## config.mk

```make
export PLATFORM = sky130hd
export DESIGN_NAME = regfile_wb_arbiter
export DESIGN_NICKNAME = d
export VERILOG_FILES = /design/src/rtl/regfile_wb_arbiter.sv
export SDC_FILE = /design/constraint.sdc
export NUM_CORES = 1
export LEC_CHECK = 0
export ABC_AREA = 1
export ABC_CLOCK_PERIOD_IN_PS = 5960
export CORE_MARGIN = 1
export CORE_UTILIZATION = 58
export CTS_CLUSTER_SIZE = 28
export DETAILED_ROUTE_END_ITERATION = 10
export PLACE_DENSITY_LB_ADDON = 0.15
export SLEW_MARGIN = 20
export SYNTH_ARGS = -nofsm -noshare
export SYNTH_HDL_FRONTEND = slang
export SYNTH_SLANG_ARGS = --single-unit
```

## constraint.sdc

```tcl
create_clock -name clk -period 5.96 [get_ports clk]
set_input_delay 1.192 -clock clk [delete_from_list [all_inputs] [get_ports clk]]
set_output_delay 1.192 -clock clk [all_outputs]
set_load 0.03 [all_outputs]
```

## src/rtl/regfile_wb_arbiter.sv

```systemverilog
// Write-back scheduler for the register file's single write port: two FIFO'd requesters,
// round-robin drain, registered write stage. Define REGFILE_WB_FIXED_PRIO_EN for strict A priority.
module regfile_wb_arbiter #(
  parameter int DEPTH  = 2,
  parameter int DATA_W = 16,
  parameter int ADDR_W = 3,
  parameter int NREG   = 8
) (
  input  logic              clk,
  input  logic              rst,
  input  logic              flush,
  input  logic              a_valid,
  output logic              a_ready,
  input  logic [ADDR_W-1:0] a_addr,
  input  logic [DATA_W-1:0] a_data,
  input  logic              b_valid,
  output logic              b_ready,
  input  logic [ADDR_W-1:0] b_addr,
  input  logic [DATA_W-1:0] b_data,
  output logic [ADDR_W-1:0] rf_RW,
  output logic [DATA_W-1:0] rf_WD,
  output logic              rf_RegWrite,
  output logic              rf_enable,
  output logic [NREG-1:0]   pending,
  output logic              busy
);

  localparam int IW = $clog2(DEPTH);
  localparam int PW = IW + 1;

  typedef struct packed {
    logic [ADDR_W-1:0] addr;
    logic [DATA_W-1:0] data;
  } entry_t;

`ifndef REGFILE_WB_FIXED_PRIO_EN
  typedef enum logic {RR_A = 1'b0, RR_B = 1'b1} rr_e;
  rr_e rr_q, rr_d;
`endif

  entry_t            a_mem_q [DEPTH];
  entry_t            a_mem_d [DEPTH];
  entry_t            b_mem_q [DEPTH];
  entry_t            b_mem_d [DEPTH];
  logic [PW-1:0]     a_wptr_q, a_wptr_d, a_rptr_q, a_rptr_d;
  logic [PW-1:0]     b_wptr_q, b_wptr_d, b_rptr_q, b_rptr_d;
  logic              a_empty_s, a_full_s, a_push_s, gnt_a_s;
  logic              b_empty_s, b_full_s, b_push_s, gnt_b_s;
  entry_t            gnt_entry_s;
  logic              out_valid_s;
  logic [ADDR_W-1:0] rf_rw_q, rf_rw_d;
  logic [DATA_W-1:0] rf_wd_q, rf_wd_d;
  logic              rf_regwrite_q, rf_regwrite_d;
  logic              rf_enable_q;
  logic [NREG-1:0]   pending_q, pending_d;
  logic              busy_q, busy_d;

  // Pointers carry one wrap bit above the slot index: same index + different wrap = full.
  function automatic logic fifo_full(input logic [PW-1:0] wp, input logic [PW-1:0] rp);
    return (wp[IW-1:0] == rp[IW-1:0]) && (wp[IW] != rp[IW]);
  endfunction

  function automatic logic slot_valid(input int slot, input logic [PW-1:0] wp,
                                      input logic [PW-1:0] rp);
    logic [IW-1:0] off;
    off = IW'(slot) - rp[IW-1:0];
    return {1'b0, off} < (wp - rp);
  endfunction

  assign a_empty_s = (a_wptr_q == a_rptr_q);
  assign b_empty_s = (b_wptr_q == b_rptr_q);
  assign a_full_s  = fifo_full(a_wptr_q, a_rptr_q);
  assign b_full_s  = fifo_full(b_wptr_q, b_rptr_q);
  assign a_ready   = !a_full_s && !flush;
  assign b_ready   = !b_full_s && !flush;
  assign a_push_s  = a_valid && a_ready;
  assign b_push_s  = b_valid && b_ready;

  // Grant selection on the FIFO heads; flush suppresses any pop.
  always_comb begin
    gnt_a_s = 1'b0;
    gnt_b_s = 1'b0;
`ifdef REGFILE_WB_FIXED_PRIO_EN
    if (flush) begin
      gnt_a_s = 1'b0;
    end else if (!a_empty_s) begin
      gnt_a_s = 1'b1;
    end else if (!b_empty_s) begin
      gnt_b_s = 1'b1;
    end else begin
      gnt_a_s = 1'b0;
    end
`else
    rr_d = rr_q;
    if (flush) begin
      gnt_a_s = 1'b0;
    end else if (!a_empty_s && !b_empty_s) begin
      if (rr_q == RR_A) begin
        gnt_a_s = 1'b1;
      end else begin
        gnt_b_s = 1'b1;
      end
    end else if (!a_empty_s) begin
      gnt_a_s = 1'b1;
    end else if (!b_empty_s) begin
      gnt_b_s = 1'b1;
    end else begin
      gnt_a_s = 1'b0;
    end
    if (gnt_a_s) begin
      rr_d = RR_B;
    end else if (gnt_b_s) begin
      rr_d = RR_A;
    end else begin
      rr_d = rr_q;
    end
`endif
  end

  // Requester A FIFO next state.
  always_comb begin
    a_mem_d  = a_mem_q;
    a_wptr_d = a_wptr_q;
    a_rptr_d = a_rptr_q;
    if (flush) begin
      a_wptr_d = {PW{1'b0}};
      a_rptr_d = {PW{1'b0}};
    end else begin
      if (a_push_s) begin
        a_mem_d[a_wptr_q[IW-1:0]] = '{addr: a_addr, data: a_data};
        a_wptr_d = a_wptr_q + PW'(1);
      end else begin
        a_wptr_d = a_wptr_q;
      end
      if (gnt_a_s) begin
        a_rptr_d = a_rptr_q + PW'(1);
      end else begin
        a_rptr_d = a_rptr_q;
      end
    end
  end

  // Requester B FIFO next state.
  always_comb begin
    b_mem_d  = b_mem_q;
    b_wptr_d = b_wptr_q;
    b_rptr_d = b_rptr_q;
    if (flush) begin
      b_wptr_d = {PW{1'b0}};
      b_rptr_d = {PW{1'b0}};
    end else begin
      if (b_push_s) begin
        b_mem_d[b_wptr_q[IW-1:0]] = '{addr: b_addr, data: b_data};
        b_wptr_d = b_wptr_q + PW'(1);
      end else begin
        b_wptr_d = b_wptr_q;
      end
      if (gnt_b_s) begin
        b_rptr_d = b_rptr_q + PW'(1);
      end else begin
        b_rptr_d = b_rptr_q;
      end
    end
  end

  // Output stage: the granted head is registered; R0 writes are dropped but still update RW/WD.
  always_comb begin
    if (gnt_a_s) begin
      gnt_entry_s = a_mem_q[a_rptr_q[IW-1:0]];
    end else begin
      gnt_entry_s = b_mem_q[b_rptr_q[IW-1:0]];
    end
    out_valid_s   = gnt_a_s || gnt_b_s;
    rf_rw_d       = rf_rw_q;
    rf_wd_d       = rf_wd_q;
    rf_regwrite_d = 1'b0;
    if (out_valid_s) begin
      rf_rw_d       = gnt_entry_s.addr;
      rf_wd_d       = gnt_entry_s.data;
      rf_regwrite_d = (gnt_entry_s.addr != {ADDR_W{1'b0}});
    end else begin
      rf_regwrite_d = 1'b0;
    end
  end

  // Pending/busy are built from next state so the registered copies track the queue exactly.
  always_comb begin
    pending_d = {NREG{1'b0}};
    for (int i = 0; i < DEPTH; i++) begin
      pending_d[a_mem_d[i].addr] = pending_d[a_mem_d[i].addr] | slot_valid(i, a_wptr_d, a_rptr_d);
      pending_d[b_mem_d[i].addr] = pending_d[b_mem_d[i].addr] | slot_valid(i, b_wptr_d, b_rptr_d);
    end
    if (out_valid_s) begin
      pending_d[rf_rw_d] = 1'b1;
    end else begin
      pending_d[rf_rw_d] = pending_d[rf_rw_d];
    end
    pending_d[0] = 1'b0;
    busy_d = (a_wptr_d != a_rptr_d) || (b_wptr_d != b_rptr_d) || out_valid_s;
  end

  // State registers.
  always_ff @(posedge clk or negedge rst) begin
    if (!rst) begin
      for (int i = 0; i < DEPTH; i++) begin
        a_mem_q[i] <= '0;
        b_mem_q[i] <= '0;
      end
      a_wptr_q      <= {PW{1'b0}};
      a_rptr_q      <= {PW{1'b0}};
      b_wptr_q      <= {PW{1'b0}};
      b_rptr_q      <= {PW{1'b0}};
`ifndef REGFILE_WB_FIXED_PRIO_EN
      rr_q          <= RR_A;
`endif
      rf_rw_q       <= {ADDR_W{1'b0}};
      rf_wd_q       <= {DATA_W{1'b0}};
      rf_regwrite_q <= 1'b0;
      rf_enable_q   <= 1'b0;
      pending_q     <= {NREG{1'b0}};
      busy_q        <= 1'b0;
    end else begin
      a_mem_q       <= a_mem_d;
      b_mem_q       <= b_mem_d;
      a_wptr_q      <= a_wptr_d;
      a_rptr_q      <= a_rptr_d;
      b_wptr_q      <= b_wptr_d;
      b_rptr_q      <= b_rptr_d;
`ifndef REGFILE_WB_FIXED_PRIO_EN
      rr_q          <= rr_d;
`endif
      rf_rw_q       <= rf_rw_d;
      rf_wd_q       <= rf_wd_d;
      rf_regwrite_q <= rf_regwrite_d;
      rf_enable_q   <= 1'b1;
      pending_q     <= pending_d;
      busy_q        <= busy_d;
    end
  end

  assign rf_RW       = rf_rw_q;
  assign rf_WD       = rf_wd_q;
  assign rf_RegWrite = rf_regwrite_q;
  assign rf_enable   = rf_enable_q;
  assign pending     = pending_q;
  assign busy        = busy_q;

endmodule

```

Word level (Yosys, flattened, before mapping)

Memory sizes are Yosys's and may differ from the RTL's.
Index checks and enable logic that the tools add are counted.

Add/sub/neg operators: 10
Order comparisons: 20
Equality and inequality tests: 8
Muxes and demuxes: 62
Bitwise logic cells: 11
Reduce and logical (&&, ||, !) cells: 26

Operator list:

| kind                                                                  | number |
|---|---|
| 19-bit 2-to-1 mux                                                     | 9 |
| 38-bit 2-to-1 mux                                                     | 4 |
| 38-bit bitwise mux                                                    | 2 |
| 19-bit demux with 1-bit select                                        | 2 |
| 8-bit bitwise mux                                                     | 4 |
| 1-bit 2-to-1 mux                                                      | 22 |
| 3-bit by 4-bit < comparator with 1-bit output, second input constant  | 5 |
| 2-bit 2-to-1 mux                                                      | 8 |
| 1-bit demux with 3-bit select                                         | 5 |
| 3-bit by 1-bit >= comparator with 1-bit output, second input constant | 5 |
| 1-bit logical AND                                                     | 14 |
| 1-bit binary-select mux with 3-bit select                             | 4 |
| 2-bit by 1-bit adder with 2-bit output, second input constant         | 4 |
| 8-bit AND                                                             | 1 |
| 2-bit >= comparator, second input constant                            | 4 |
| 1-bit by 2-bit < comparator with 1-bit output                         | 4 |
| 8-bit 2-to-1 mux                                                      | 1 |
| 1-bit NOT with 2-bit output                                           | 4 |
| 8-bit bitwise OR                                                      | 1 |
| 1-bit zero test                                                       | 5 |
| 2-bit == test                                                         | 2 |
| 2-bit by 1-bit < comparator with 1-bit output, second input constant  | 2 |
| 2-bit != test                                                         | 2 |
| 1-bit bitwise OR                                                      | 4 |
| other kinds (10)                                                      | 19 |

Register bits: 114
Memory bits (read-only): 8
Input bits: 43
Memories: 1

Memories:

| name             | words | width | read ports | clocked after memory_dff | write ports | RTL line | RTL |
|---|---|---|---|---|---|---|---|
| (name not given) | 8     | 1     | 1          | 0                        | 0           | 190      | `pending_d[a_mem_d[i].addr] = pending_d[a_mem_d[i].addr] \| slot_valid(i, a_wptr_d, a_rptr_d);` |

Longest topological paths before layout

Word-level depth: 29
Mapped depth: 34

Worst setup path after synthesis

No wires, ideal clock.

Path kind: input-to-reg
Start point: input flush
End point: register pending_q[1], in the netlist pending[1]
Library setup time: 0.132 ns
Data arrival time: 4.245 ns
Setup slack: 1.583 ns
Stages on the path: 27
Cell sequence: nor2_1 o21ai_0 clkbuf_1 nor2_1 inv_1 o21ai_0 a21oi_1 xnor2_1 ha_1 nor2_1 inv_1 nand3_1 nor2_1 nand2_1 nand2_1 nor2_4 nand4_1 nand3_1 nand2_1 nor2_4 nand4_1 nand3_1 nand2_2 nor2_4 nand3_1 nand2_1 o21ai_1

Elaborated cells between the ends (all ways): 78

RTL lines:

| what                                          | RTL line | RTL |
|---|---|---|
| start: declaration                            | 11       | `input logic flush,` |
| 1-bit 2-to-1 mux                              | 95       | `if (flush) begin` |
| 2-bit 2-to-1 mux                              | 135      | `if (gnt_a_s) begin` |
| 2-bit 2-to-1 mux *                            | 125      | `if (flush) begin` |
| net a_rptr_d[1]                               | 45       | `logic [PW-1:0] a_wptr_q, a_wptr_d, a_rptr_q, a_rptr_d;` |
| 2-bit subtractor *                            | 67       | `return {1'b0, off} < (wp - rp);` |
| 1-bit by 2-bit < comparator with 1-bit output | 67       |  |
| 1-bit bitwise OR                              | 190      |  |
| 8-bit AND (no source line)                    | n/a      |  |
| [... 9 more ...]                              | n/a      |  |
| 1-bit 2-to-1 mux (implied by the code)        | 191      | `pending_d[b_mem_d[i].addr] = pending_d[b_mem_d[i].addr] \| slot_valid(i, b_wptr_d, b_rptr_d);` |
| 1-bit bitwise OR                              | 191      |  |
| 8-bit bitwise mux *                           | 191      |  |
| 1-bit binary-select mux with 3-bit select     | 196      | `pending_d[rf_rw_d] = pending_d[rf_rw_d];` |
| 1-bit 2-to-1 mux (implied by the code)        | 196      |  |
| 8-bit bitwise mux                             | 196      |  |
| 8-bit 2-to-1 mux *                            | 193      | `if (out_valid_s) begin` |
| net pending_d[1]                              | 55       | `logic [NREG-1:0] pending_q, pending_d;` |
| end signal: assignment                        | 220      | `pending_q <= {NREG{1'b0}};` |
| end signal: assignment                        | 236      | `pending_q <= pending_d;` |
| end: declaration                              | 55       |  |

Mark *: on every way through the listed nets, which the timed path passes. The rest lies on a longest branch. The select of a mux whose other input is x is not followed.
A chain may end at the register's enable or synchronous reset.

Worst setup path in the final report

Start point: input flush
End point: register pending_q[1], in the netlist pending[1]

Elaborated cells between the ends (all ways): 78

RTL lines:

| what                                          | RTL line | RTL |
|---|---|---|
| 1-bit zero test                               | 74       | `assign a_ready = !a_full_s && !flush;` |
| 1-bit logical AND                             | 74       |  |
| 1-bit logical AND                             | 76       | `assign a_push_s = a_valid && a_ready;` |
| 2-bit 2-to-1 mux                              | 129      | `if (a_push_s) begin` |
| 2-bit 2-to-1 mux *                            | 125      |  |
| net a_wptr_d[1]                               | 45       |  |
| 2-bit subtractor *                            | 67       |  |
| 1-bit by 2-bit < comparator with 1-bit output | 67       |  |
| [... 11 more ...]                             | n/a      |  |
| 1-bit 2-to-1 mux (implied by the code)        | 191      |  |
| 1-bit bitwise OR                              | 191      |  |
| 8-bit bitwise mux *                           | 191      |  |
| 1-bit binary-select mux with 3-bit select     | 196      |  |
| 1-bit 2-to-1 mux (implied by the code)        | 196      |  |
| 8-bit bitwise mux                             | 196      |  |
| 8-bit 2-to-1 mux *                            | 193      |  |
| net pending_d[1]                              | 55       |  |

Marked as above.

==> metrics.log <==
[metrics] required time of the critical path: between 6000 and 7000 ps
[metrics] Setup Total Neg Slack: 0 ps
[metrics] setup repair after global routing missed its margin: no
[metrics] measured slew at the worst slew-check pin: between 800 and 900 ps
[metrics] peak ir drop on the vdd network: 0.000286 V
[metrics] master cell of the clock root buffer: sky130_fd_sc_hd__clkbuf_8
[metrics] vertical die dimension: between 100 and 150 um
[metrics] via count of the first global-routing pass: 5,774
[metrics] share of synthesized registers carrying an async set or reset: 1.00
[metrics] sequential element share of the synthesized area: 0.468
[metrics] final-report setup violation count: 0
[metrics] met1 wire length: ~6.5 mm
[metrics] GPL Wtd Cong: just over 0.9
[metrics] overall routing resource usage: 0.328
[metrics] average via count per standard cell: 5.62
[metrics] path depth of the worst reg2reg path: 30
[metrics] Hold Crit Depth: 2
[metrics] DRC violation count after routing: 0
[metrics] DRT Pass-1 Iters: 7
[metrics] highest attainable clock frequency: ~200 MHz
[metrics] TritonCTS Sinks: 114
[metrics] master of the slowest instance on the critical path: sky130_fd_sc_hd__clkdlybuf4s50_1
[metrics] count of distinct cell types in the synthesized netlist: 35
[metrics] worst reg2reg setup slack: 1030 ps
[metrics] Clk Latency, worst-skew pair: ~530 ps
[metrics] combinational share of power: 0.380
[metrics] number of buffers between clock root and the deepest sink: 2
[metrics] max-capacitance violation count: 0
[metrics] count of final hold-check violations: 0
[metrics] largest net degree at the start of global routing: 82
[metrics] worst setup path startpoint: flush
[metrics] Syn Area/Cell: 7.61 um^2
[metrics] power density over the cells: between 400 and 500 nW/um^2
[metrics] number of nets in the layout: 922
[metrics] P_int: roughly 2.1 mW
[metrics] wire length on met3: around 730 um
[metrics] layout filler cell count: 799
[metrics] count of pins on the block boundary: 75
[metrics] gate family responsible for the most delay along the worst path: simple AND/OR/NAND/NOR gates
[metrics] Top FF cell, synth: sky130_fd_sc_hd__dfrtp_1
[metrics] FF+latch count, synth: ~110
[metrics] half-perimeter wire length after placement: about 12 mm
[metrics] WL met2: 8.82 mm
[metrics] Critical Path Stages: 27
[metrics] number of nets in the synthesized netlist: 850
[metrics] period utilisation layout: 0.835
[metrics] worst reg2reg path startpoint: a_rptr_q[0]
[metrics] Site Rows: 37
[metrics] YS warnings: 0
[metrics] number of design-rule violations left by the first detailed-router iteration: 447
[metrics] maximum single-stage delay on the critical path: around 570 ps
[metrics] Clock Skews: 5.88 ps
[metrics] fraction of power consumed by sequential logic: 0.339
[metrics] first-pass GRT wire length: 27.5 mm
[metrics] arrival time at the worst endpoint: approximately 5400 ps
[metrics] overall die width: between 100 and 150 um
[metrics] Placeable Area: 10,300 um^2
[metrics] # H-tree levels: 4
[metrics] synthesis-to-finish area growth: 22.8%
[metrics] worst path buffer plus inverter count: 4
[metrics] antenna violation net count after detailed routing: 0
[metrics] uppermost metal layer occupied by signal nets: met4
[metrics] run status: complete, no violations
[metrics] GRT overflow: 0
[metrics] most common cell after layout, fill and taps aside: sky130_fd_sc_hd__nand2_1
[metrics] maximum fanout count along the critical path: 11
[metrics] worst relative slew slack: 0.415
[metrics] category of the worst setup path launch point: input port
[metrics] commonest cells after routing, fill and taps aside: sky130_fd_sc_hd__nand2_1 (232), sky130_fd_sc_hd__dfrtp_1 (114), sky130_fd_sc_hd__nor2_1 (103)
[metrics] kind of capture point of the worst setup path: flip-flop
[metrics] layout cell share with drive strength beyond 1: 0.104
[metrics] number of enable flip-flop cells after synthesis: 0
[metrics] worst hold slack: 477 ps
[metrics] Critical Path Most Common Cell: sky130_fd_sc_hd__nand2_1
[metrics] switching share of power: 0.384
[metrics] Post-CTS Hold Fix Bufs: 0
[metrics] post-layout minimum cycle time: 4980 ps
[metrics] vias after detailed routing: 5,736
[metrics] Cell Area, Synth: 6100 um^2
[metrics] path type of the worst min-delay path: flip-flop to flip-flop
[metrics] final wirelength: 16.9 mm
[metrics] Clock Pin Slew Worst Setup and Hold Paths: 50 ps
[metrics] worst setup timing slack at the placement stage: around 530 ps
[metrics] number of antenna violations at the first check in global routing: 0
[metrics] clock tree from TritonCTS: yes
[metrics] routed length per placed instance: approximately 17 um
[metrics] Pleak: 3.58 nW
[metrics] least setup slack across all paths after layout: slightly below 1000 ps
[metrics] total CTS buffers: 17
[metrics] Final Total Pwr: 3.38 mW
[metrics] Clock Power Share: 0.281
[metrics] buffers inserted during post-CTS setup optimization: 0
[metrics] Resize count post-CTS: 0
[metrics] max-slew violation count: 0
[metrics] number of I/O port buffers: 73
[metrics] Worst Setup Path Type: input port to flip-flop
[metrics] ANT cells: 0
[metrics] number of instances in the synthesized netlist: 801
[metrics] floorplan die area: 10,900 um^2
[metrics] net switching power of the design: 1.30 mW
[metrics] Starting Density: 0.593
==> power groups by stage <==
| stage | Combinational (mW) | Sequential, mW | Clock [mW] |
|---|---|---|---|
| after floorplan | 0.661 | 1.30 | 0 |
| after global placement | 1.23 | 1.14 | 0 |
| after detailed placement | 1.26 | 1.15 | 0 |
| after CTS | 1.28 | 1.14 | 0.950 |
| after global routing | 1.41 | 1.17 | 0.984 |
| final | 1.28 | 1.15 | 0.950 |
==> metal layers <==
metal | track usage | vias to the layer above
met2 | 0.579 | 211
met1 | 0.369 | 2734
met5 | 0 | -
li1 | - | 2723
met3 | 0.0574 | 68
met4 | 0.198 | 0
==> path summary, 6_finish.rpt <==
| check | to |
|---|---|
| min reg2reg | flip-flop |
| max | pending[1] |
| max reg2reg | pending[1] |
| max in group asynchronous | async pin |
| min | flip-flop |
| min in group asynchronous | async pin |
==> worst min-delay path: stages (launching register included) <==
cell                      delay, ps
sky130_fd_sc_hd__dfrtp_1        350
sky130_fd_sc_hd__nand2_1         50
sky130_fd_sc_hd__nand2_1         40
==> area by class of cell <==
type	count	area [um^2]	share of cell area
clock buffers	25	504	0.0673
clock inverters	5	50.0	0.00668
inverters	84	328	0.0438
multi-input cells	575	2790	0.373
flip-flops and latches	114	2850	0.381
well taps	136	170	0.0227
repair buffers	81	792	0.106
==> cells by family after synthesis <==
group                    Yosys count  share of synthesized area
flip-flops                       114                      0.468
buffers and inverters            112                     0.0747
XOR/XNOR                           3                    0.00431
other                              2                    0.00123
multiplexers                      16                     0.0283
AO/OA/AOI/OAI                    134                      0.118
AND/OR/NAND/NOR                  414                      0.294
adder cells (fa/ha/maj)            6                     0.0123
==> through the flow <==
| step | instance area [um^2] | instances | utilization |
|---|---|---|---|
| 4_1_cts | 7480 | 1020 | 0.728 |
| 3_3_place_gp | 6930 | 990 | 0.674 |
| 2_1_floorplan | 6100 | 801 | - |
| 6_report | 7490 | 1020 | 0.729 |
| 3_5_place_dp | 6930 | 990 | 0.674 |
| 5_1_grt | 7490 | 1020 | 0.729 |
==> Yosys cell counts (all sizes together), types with 2 or more instances <==
cell	n	area, um^2
mux2i	6	60.1
or2	2	12.5
clkbuf	21	78.8
buf	7	48.8
a21oi	43	215
nand4	21	131
a31oi	16	100
conb	2	7.51
o21ai	65	337
nand2	250	998
xor2	2	17.5
o211ai	3	22.5
ha	6	75.1
nand3	28	165
mux2	10	113
nor3	2	10.0
dfrtp	114	2850
nor2	110	465
o22ai	6	37.5
inv	83	324
(Power assumes the default switching activity.)
